[src/rtl/ram_rd_arbiter.sv]
// Two-channel round-robin arbiter for one synchronous RAM read port.
// Each channel has one outstanding read at most and a one-entry response register.
module ram_rd_arbiter #(
  parameter int ADDR_WIDTH = 6,
  parameter int DATA_WIDTH = 64
) (
  input  logic                  clk,
  input  logic                  rst,
  input  logic                  req1_valid,
  input  logic [ADDR_WIDTH-1:0] req1_addr,
  output logic                  req1_ready,
  output logic                  rsp1_valid,
  output logic [DATA_WIDTH-1:0] rsp1_data,
  input  logic                  rsp1_ready,
  input  logic                  req2_valid,
  input  logic [ADDR_WIDTH-1:0] req2_addr,
  output logic                  req2_ready,
  output logic                  rsp2_valid,
  output logic [DATA_WIDTH-1:0] rsp2_data,
  input  logic                  rsp2_ready,
  output logic                  ram_rd_en,
  output logic [ADDR_WIDTH-1:0] ram_rd_addr,
  input  logic [DATA_WIDTH-1:0] ram_rd_data
);

  logic                  r_inflight1;
  logic                  r_inflight2;
  logic                  r_rsp1_valid;
  logic                  r_rsp2_valid;
  logic [DATA_WIDTH-1:0] r_rsp1_data;
  logic [DATA_WIDTH-1:0] r_rsp2_data;
  logic                  r_last_gnt2;
  logic                  w_elig1;
  logic                  w_elig2;
  logic                  w_gnt1;
  logic                  w_gnt2;

  // A channel may issue when its slot is free or is being drained this cycle.
  always_comb begin
    w_elig1 = 1'b0;
    w_elig2 = 1'b0;
    w_gnt1  = 1'b0;
    w_gnt2  = 1'b0;
    if (rst) begin
      w_elig1 = 1'b0;
      w_elig2 = 1'b0;
    end else begin
      w_elig1 = req1_valid & ~r_inflight1 & (~r_rsp1_valid | rsp1_ready);
      w_elig2 = req2_valid & ~r_inflight2 & (~r_rsp2_valid | rsp2_ready);
    end
    if (w_elig1 && w_elig2) begin
      if (r_last_gnt2) begin
        w_gnt1 = 1'b1;
      end else begin
        w_gnt2 = 1'b1;
      end
    end else begin
      w_gnt1 = w_elig1;
      w_gnt2 = w_elig2;
    end
  end

  always_comb begin
    ram_rd_en   = w_gnt1 | w_gnt2;
    ram_rd_addr = {ADDR_WIDTH{1'b0}};
    if (w_gnt1) begin
      ram_rd_addr = req1_addr;
    end else if (w_gnt2) begin
      ram_rd_addr = req2_addr;
    end else begin
      ram_rd_addr = {ADDR_WIDTH{1'b0}};
    end
  end

  assign req1_ready = w_gnt1;
  assign req2_ready = w_gnt2;
  assign rsp1_valid = r_rsp1_valid;
  assign rsp2_valid = r_rsp2_valid;
  assign rsp1_data  = r_rsp1_data;
  assign rsp2_data  = r_rsp2_data;

  // Grant bookkeeping: in-flight flags and round-robin history.
  always_ff @(posedge clk or posedge rst) begin
    if (rst) begin
      r_inflight1 <= 1'b0;
      r_inflight2 <= 1'b0;
      r_last_gnt2 <= 1'b1;
    end else begin
      r_inflight1 <= w_gnt1;
      r_inflight2 <= w_gnt2;
      if (w_gnt1) begin
        r_last_gnt2 <= 1'b0;
      end else if (w_gnt2) begin
        r_last_gnt2 <= 1'b1;
      end else begin
        r_last_gnt2 <= r_last_gnt2;
      end
    end
  end

  // Response registers: a capture wins over a simultaneous consume.
  always_ff @(posedge clk or posedge rst) begin
    if (rst) begin
      r_rsp1_valid <= 1'b0;
      r_rsp2_valid <= 1'b0;
      r_rsp1_data  <= {DATA_WIDTH{1'b0}};
      r_rsp2_data  <= {DATA_WIDTH{1'b0}};
    end else begin
      if (r_inflight1) begin
        r_rsp1_valid <= 1'b1;
        r_rsp1_data  <= ram_rd_data;
      end else if (rsp1_ready) begin
        r_rsp1_valid <= 1'b0;
      end else begin
        r_rsp1_valid <= r_rsp1_valid;
      end
      if (r_inflight2) begin
        r_rsp2_valid <= 1'b1;
        r_rsp2_data  <= ram_rd_data;
      end else if (rsp2_ready) begin
        r_rsp2_valid <= 1'b0;
      end else begin
        r_rsp2_valid <= r_rsp2_valid;
      end
    end
  end

endmodule

[config.mk]
export PLATFORM = sky130hd
export DESIGN_NAME = ram_rd_arbiter
export DESIGN_NICKNAME = d
export VERILOG_FILES = /design/src/rtl/ram_rd_arbiter.sv
export SDC_FILE = /design/constraint.sdc
export NUM_CORES = 1
export LEC_CHECK = 0
export BUFFER_PORTS_ARGS = -buffer_cell sky130_fd_sc_hd__buf_2
export CORE_AREA = 2 2 123 125
export DETAILED_ROUTE_END_ITERATION = 6
export DIE_AREA = 0 0 125 127
export SLEW_MARGIN = 0
export SYNTH_ARGS = -nofsm -noshare
export SYNTH_HDL_FRONTEND = slang
export SYNTH_SLANG_ARGS = --single-unit
[constraint.sdc]
create_clock -name clk -period 5.1 [get_ports clk]
set_input_delay 0.255 -clock clk [delete_from_list [all_inputs] [get_ports clk]]
set_output_delay 0.255 -clock clk [all_outputs]
set_load 0.02 [all_outputs]
==> out/results.tsv, run 1 <==
metric	value	unit
status	complete, no violations	
synth.area.top_cells	dfrtp_1 (66%), mux2_2 (29%), buf_2 (1.4%)	
start_kind	flop	
nFillCells	1313	
netlist_instances	295	
power.leakage	0.00329	uW
firstDrtPassIters	4	
slew_viol_final	0	
synth_seq_cells	133	
synth_commonest_cells	dfrtp_1 (132), mux2_2 (128), buf_2 (14)	
skew	0.00673	ns
hold_viol	0	
cpPeakStageDelay	0.66	ns
ys_warn_count	0	
routedWlPerCell	15.4	um
ys_types	18	
viasPerCell	4.66	
yosysTopAreaCell	dfrtp_1	
path_buf_inv	2	
fmax	381	MHz
clock_sinks	133	
cp.arrival	2.37	ns
place_area	0.00632	mm2
required	4.85	ns
antenna_found_initial	0	
dp_hpwl	7.75	mm
final-setup-viol-count	0	
cts_root_buffer	clkbuf_16	
worst_skew_pair.late_latency	0.40	ns
finalCriticalPeriod	2.63	ns
rows	44	
total_power	3700	uW
tightestPinTransition	0.902	ns
grt_usage	14.2	%
grt_max_degree	70	
pwr_density_cell	539	mW/mm2
yosysMostFrequentCell	dfrtp_1	
met1_length	4.67	mm
async_flop_share	100	%
rsz0062_at_grt	no	
grt_pass1_vias	3487	
diodes	0	
cts_tree	built	
holdBufCountCts	0	
ys_seq_area_share	66.1	%
critPathTopFamily	buffers and inverters	
area_growth	36.6	%
core	0.0144	mm2
ant_nets	0	
syn-num-nets	377	
dieArea	0.0159	mm2
drive_gt1_share	73.4	%
route.vias.total	3348	
initial_utilization	34.9	%
crit_path_cell_trace	buf_4 > nor4_1 > nor3_2 > a22o_2 > buf_2	
wl_met3	897	um
hp-class	in -> async	
path_clk_slew	0.05	ns
finalSetupTns	0	ns
cts_buffer_depth	2	
drv_cap	0	
finalCritPeriodShare	51.5	%
netlist_area	0.00503	mm2
synth_edf_count	0	
timing.setup.critical_path_class	reg -> out	
die_w	125	um
synth_top_area_share	65.6	%
grt_pass1_wl	17.9	mm
drtIter0Drc	110	
final_area	0.00688	mm2
htreeDepth	4	
wl_met2	5.25	mm
dieHeight	127	um
worst_slew_margin_rel	39.9	%
end_kind	primary output	
route.detailed.drc	0	
ys.flop_type	dfrtp_1	
nets	605	
crit_fanout	66	
ios	221	
postRouteWirelength	11.0	mm
ctsResizeCount	0	
gp_congestion	0.758	
highest_layer	met4	
postCtsSetupBuffers	0	
syn_area_per_cell	17.1	um2
slowest_stage	buf_4	
grt-ovfl-total	0	
vdd.ir_drop.worst	0.223	mV
cts-buffers-inserted	17	
port_buffers	220	
==> through the flow <==
step / hold WS (ns) / worst slack, ns / instances / utilization, %
after floorplan: 0.407 / 1.29 / 295 / -
after global placement: 0.485 / 2.86 / 688 / 43.8
after detailed placement: 0.489 / 2.79 / 688 / 43.8
after CTS: 0.0587 / 2.35 / 718 / 47.7
after global routing: 0.0752 / 2.23 / 718 / 47.7
final: 0.0428 / 2.47 / 718 / 47.7
==> final cells by class <==
| class | instances | area [um2] | area share, % |
|---|---|---|---|
| flip-flops and latches | 133 | 3330 | 48.4 |
| multi-input cells | 146 | 1630 | 23.6 |
| repair buffers | 223 | 1120 | 16.3 |
| clock buffers | 27 | 513 | 7.46 |
| well taps | 184 | 230 | 3.35 |
| clock inverters | 3 | 42.5 | 0.619 |
| inverters | 2 | 10.0 | 0.146 |
==> registers in the layout, indices dropped and copies added, names as in the netlist <==
register,count
rsp1_data,64
r_last_gnt2,1
rsp1_valid,1
rsp2_valid,1
r_inflight1,1
rsp2_data,64
r_inflight2,1
==> placed cells by master (no fill, tap or decap), types with 2 or more instances in the layout <==
cell and count:
clkbuf_8 5, dfrtp_1 130, a21o_1 2, a22o_2 5, dfrtp_2 2, buf_4 3, buf_2 220, clkbuf_16 17
mux2_2 128, clkbuf_1 5
==> logic make-up after synthesis <==
| logic type | Yosys count | synth area share [%] |
|---|---|---|
| AND/OR/NAND/NOR | 8 | 1.57 |
| buffers and inverters | 16 | 1.54 |
| flip-flops | 133 | 66.1 |
| multiplexers | 128 | 28.6 |
| AO/OA/AOI/OAI | 10 | 2.11 |
==> worst paths after layout <==
kind,from,end,slack [ns],depth (start not counted)
setup reg to reg,r_inflight2,rsp2_data[63],3.08,2
max in group asynchronous,rst,rsp2_data[9],3.67,3
hold / removal,rst,rsp2_data[0],0.04,2
hold reg to reg,rsp1_data[14],rsp1_data[14],0.50,1
setup / recovery,r_inflight1,ram_rd_addr[4],2.47,5
min in group clk,ram_rd_data[61],rsp2_data[61],0.09,2
==> metal layers <==
layer	vias up	track usage [%]
met5	-	0
met4	0	5.36
met3	18	5.90
met2	145	22.5
met1	1673	17.5
li1	1512	-
==> worst register-to-register path, stage by stage, from the launching register on <==
cell,delay [ns]
dfrtp_2,0.90
buf_4,0.58
mux2_2,0.43
==> power breakdown <==
part	switching (uW)	internal (uW)
combinational	626	453
clock	405	729
sequential	146	1340
Note: power is estimated with default switching activity, not from simulation.
==> inputs of run 2 (changes only) <==
- clock period: 5.1 -> 2.37 ns (I/O delays scaled with it)
==> run 2 against run 1 <==
Effect of this change:
- clock skew decreased by 0.0018 ns
- combinational power rose by 130%
- die area unchanged
- largest power group unchanged
==> out/results.tsv, run 2 (synthesis results as in run 1) <==
metric	value	unit
layout.cells.non_filler	787	
seq_power_share	38.0	%
power.leakage	0.00362	uW
grt_pass1_vias	3813	
end_kind	primary output	
crit_path_cell_trace	nor2b_4 > or4b_4 > nor2_4 > a22o_1 > buf_2	
nets	672	
layout_commonest_cell	buf_2	
p_int	5810	uW
holdPathEnd	r_inflight2	
dp_hpwl	7.90	mm
worst_skew_pair.late_latency	0.40	ns
drive_gt1_share	66.2	%
diodes	0	
skew	0.00491	ns
finalCriticalPeriod	2.07	ns
grt-ovfl-total	0	
dieHeight	127	um
ios	221	
path_clk_slew	0.06	ns
clock_sinks	133	
grt_max_degree	74	
finalCritPeriodShare	87.4	%
ant_nets	0	
nFillCells	1242	
drv_cap	0	
required	2.25	ns
crit_fanout	8	
antenna_found_initial	0	
r2r_cells	2	
cp.arrival	1.95	ns
firstDrtPassIters	4	
viasPerCell	4.55	
p_sw_share	31.0	%
holdPathStages	3	
hp-class	in -> reg	
slowest_stage	or4b_4	
route.detailed.drc	0	
initial_utilization	34.9	%
rows	44	
critPathTopFamily	simple AND/OR/NAND/NOR gates	
path_buf_inv	1	
cpPeakStageDelay	0.51	ns
reg2reg_to	rsp1_data[62]	
status	complete, no violations	
cts-buffers-inserted	17	
core	0.0144	mm2
tightestPinTransition	0.901	ns
port_buffers	220	
combPwrFrac	29.0	%
drtIter0Drc	82	
cts_tree	built	
slew_viol_final	0	
pwr_density_cell	1100	mW/mm2
route.vias.total	3578	
htreeDepth	4	
rsz0062_at_grt	no	
power_switching	2610	uW
finalSetupTns	0	ns
final_cell_mix	buf_2 (220), dfrtp_1 (130), mux2_2 (128), dlygate4sd3_1 (65), clkbuf_16 (17)	
cts_buffer_depth	2	
reg2reg_from	r_inflight1	
area_growth	52.0	%
postRouteWirelength	11.6	mm
ff2ff_setup_slack	0.71	ns
hold_viol	0	
fmax	483	MHz
dp.cells	690	
p_clk_share	33.1	%
routedWlPerCell	14.8	um
final-setup-viol-count	0	
hp-start	req2_valid	
postCtsSetupBuffers	0	
grt_usage	14.8	%
start_kind	flop	
die_w	125	um
worst_slew_margin_rel	40.0	%
timing.setup.critical_path_class	reg -> out	
grt_pass1_wl	18.7	mm
vdd.ir_drop.worst	0.412	mV
cts_root_buffer	clkbuf_16	
dieArea	0.0159	mm2
gp_congestion	0.780	
## run 2: power groups by stage
stage / sequential [uW] / clock [uW] / combinational, uW
2_1_floorplan: 3980 / 0 / 722
3_3_place_gp: 3210 / 0 / 2350
3_5_place_dp: 3240 / 0 / 2390
4_1_cts: 3210 / 2870 / 2480
5_1_grt: 3290 / 2960 / 2580
6_report: 3200 / 2780 / 2440
## run 2: worst min-delay path, cell delays in order
cell and delay (ns):
buf_2 0.11, nand2b_4 0.09, nor3_2 0.09
## run 2: layout make-up
type                            instances  area [um2]  area share [%]
Clock inverter                          9         148            1.93
Inverter                                2        11.3           0.147
Sequential cell                       133        3330            43.6
Clock buffer                           23         488            6.38
Tap cell                              184         230            3.01
Multi-Input combinational cell        146        1630            21.3
Timing Repair Buffer                  290        1810            23.7
## run 2: per-stage QoR
stage	util (%)	hold slack (ns)	power, uW	cell area [um2]	setup slack (ns)
global route	53.0	0.0575	8830	7650	0.180
finish	53.0	0.0545	8420	7650	0.300
CTS	53.0	0.0299	8560	7650	0.260
detailed placement	44.1	0.305	5630	6360	0.717
floorplan	-	0.270	4710	5040	0.601
global placement	44.1	0.294	5560	6360	0.733
## run 2: how the worst max path moves through the flow
stage / startpoint / to / slack, ns / depth (start not counted)
global placement: r_inflight1 / rsp1_data[25] / 0.73 / 2
detailed placement: rsp1_valid / ram_rd_addr[1] / 0.72 / 5
CTS: rsp1_valid / ram_rd_addr[4] / 0.26 / 5
finish: rsp1_valid / ram_rd_addr[3] / 0.30 / 5
global route: rsp1_valid / ram_rd_addr[1] / 0.18 / 5
floorplan: rst / r_inflight1 / 0.60 / 1
## run 2: metal layers
| metal | track usage, % | up-vias | part of all wire (%) |
|---|---|---|---|
| met5 | 0 | - | 0 |
| li1 | - | 1645 | - |
| met1 | 17.9 | 1784 | 42 |
| met2 | 25.0 | 136 | 50 |
| met4 | 5.69 | 0 | 1.4 |
| met3 | 4.56 | 13 | 6.6 |
## run 2: timing repair
action	CTS	global route
hold buffers	65	0
endpoints found under the hold margin	260	0
resized for setup	0	0
setup endpoints to repair	0	0
==> inputs of run 3 (changes only) <==
- BUFFER_PORTS_ARGS: -buffer_cell sky130_fd_sc_hd__buf_2 -> unset
- CORE_AREA: 2 2 123 125 -> 8 8 129 131
- DIE_AREA: 0 0 125 127 -> 0 0 137 139
- DONT_BUFFER_PORTS: unset -> 1
- SLEW_MARGIN: 0 -> 10
==> run 3 against run 2 <==
Effect of this change:
- setup slack worse by 0.20 ns
- first-iteration DRC count grew 4.9%
- clock skew up 0.0010 ns
- flip-flop and latch count is the same
- maximum frequency is 9.0% lower
- die area up 20%
- register-to-register slack better by 0.10 ns
- clock-buffer cell count fell by 3
- critical endpoint unchanged
- largest cell class unchanged
==> out/results.tsv, run 3 (synthesis results as in run 1) <==
metric	value	unit
finalCritPeriodShare	96.0	%
crit_fanout	8	
grt_max_degree	122	
initial_utilization	34.1	%
pwr_density_cell	1190	mW/mm2
drv_cap	0	
finalCriticalPeriod	2.27	ns
die_w	137	um
vdd.ir_drop.worst	0.613	mV
worst_skew_pair.late_latency	0.40	ns
ios	221	
holdWs	0.0439	ns
nFillCells	1290	
grt_pass1_wl	18.6	mm
area_growth	30.6	%
cts_root_buffer	clkbuf_16	
cp.arrival	2.16	ns
cts_tree	built	
viasPerCell	4.83	
core	0.0148	mm2
firstDrtPassIters	4	
final-setup-viol-count	0	
dieHeight	139	um
rsz0062_at_grt	no	
p_sw_share	32.3	%
power_switching	2530	uW
route.vias.total	2783	
rows	45	
port_buffers	0	
tightestPinTransition	0.631	ns
antenna_found_initial	1	
ant_nets	0	
seq_power_share	53.1	%
combPwrFrac	11.7	%
routedWlPerCell	20.5	um
slew_viol_final	0	
multi_input_area	0.00163	mm2
htreeDepth	4	
hp-class	in -> reg	
grt-ovfl-total	0	
clock_sinks	133	
finalSetupTns	0	ns
power.leakage	0.00275	uW
grt_usage	12.6	%
postRouteWirelength	11.8	mm
hold_viol	0	
end_kind	primary output	
grt_pass1_vias	3230	
nets	456	
layout_commonest_cell	dfrtp_1	
drive_gt1_share	47.0	%
final_cell_mix	dfrtp_1 (130), mux2_2 (128), dlygate4sd3_1 (67), clkbuf_16 (17), buf_4 (6)	
drtIter0Drc	86	
required	2.25	ns
start_kind	flop	
timing.setup.critical_path_class	reg -> out	
path_clk_slew	0.06	ns
cts_buffer_depth	2	
p_int	5290	uW
ctsResizeCount	0	
dp_hpwl	8.29	mm
gp_congestion	0.694	
final-seq-area	0.00333	mm2
dieArea	0.0190	mm2
cts-buffers-inserted	17	
status	complete, no violations	
worst_slew_margin_rel	57.9	%
skew	0.00595	ns
route.detailed.drc	0	
fmax	440	MHz
p_clk_share	35.2	%
-- run 3: cell types whose count changed in the layout (fill, tap and decap cells not counted), sizes merged --
cell | before | now
buf | 225 | 7
diode | 0 | 1
clkinvlp | 2 | 3
clkinv | 4 | 5
inv | 1 | 2
dlygate4sd3 | 65 | 67
clkbuf | 23 | 20
-- run 3: worst paths after layout --
check                                 start        endpoint  slack (ns)  cells past startpoint
worst max-delay path             rsp1_valid  ram_rd_addr[3]         0.1                      4
worst min-delay path             rsp2_ready      rsp2_valid        0.04                      2
worst max register to register   rsp1_valid     r_inflight1        0.81                      3
worst min register to register  r_last_gnt2     r_last_gnt2        0.55                      1
max in group asynchronous               rst   rsp1_data[28]        1.23                      3
min in group asynchronous               rst   rsp1_data[55]        0.23                      2
-- run 3: per-stage QoR --
| step | setup slack (ns) | area [um2] | total power [uW] | util [%] | cells |
|---|---|---|---|---|---|
| after floorplan | 0.601 | 5040 | 4710 | - | 295 |
| after global placement | 0.524 | 5270 | 4990 | 35.7 | 476 |
| after global routing | 0.0218 | 6580 | 8180 | 44.6 | 576 |
| after detailed placement | 0.524 | 5270 | 5040 | 35.7 | 476 |
| after CTS | 0.0600 | 6570 | 7960 | 44.6 | 575 |
| final | 0.0957 | 6580 | 7820 | 44.6 | 576 |
-- run 3: timing repair --
item                      4_1_cts  5_1_grt
buffers inserted                0        0
hold endpoints to repair      144        0
hold buffers                   67        0
-- run 3: power by group through the flow --
stage               sequential, uW  combinational (uW)  clock [uW]
finish                        4150                 916        2750
global route                  4240                1010        2930
CTS                           4180                 935        2840
detailed placement            4210                 832           0
global placement              4200                 786           0
floorplan                     3980                 722           0
-- run 3: critical path, cell delays in order (launching register included) --
cell and delay [ns]:
dfrtp_1 0.46, nor2b_4 0.17, or4b_4 0.51, nor2_4 0.29, a22o_1 0.31
-- run 3: area by class of cell --
class,instances,share of cell area (%)
Sequential cell,133,50.7
Antenna cell,1,0.0381
Timing Repair Buffer,74,11.2
Multi-Input combinational cell,146,24.7
Tap cell,188,3.58
Inverter,2,0.171
Clock buffer,20,6.94
Clock inverter,12,2.68
-- run 3: metal layers --
metal	GRT usage, %	vias up	routed length [um]
li1	-	1212	-
met1	12.7	1422	4030
met2	21.5	137	6210
met3	6.56	12	1410
met4	4.52	0	151
met5	0	-	0
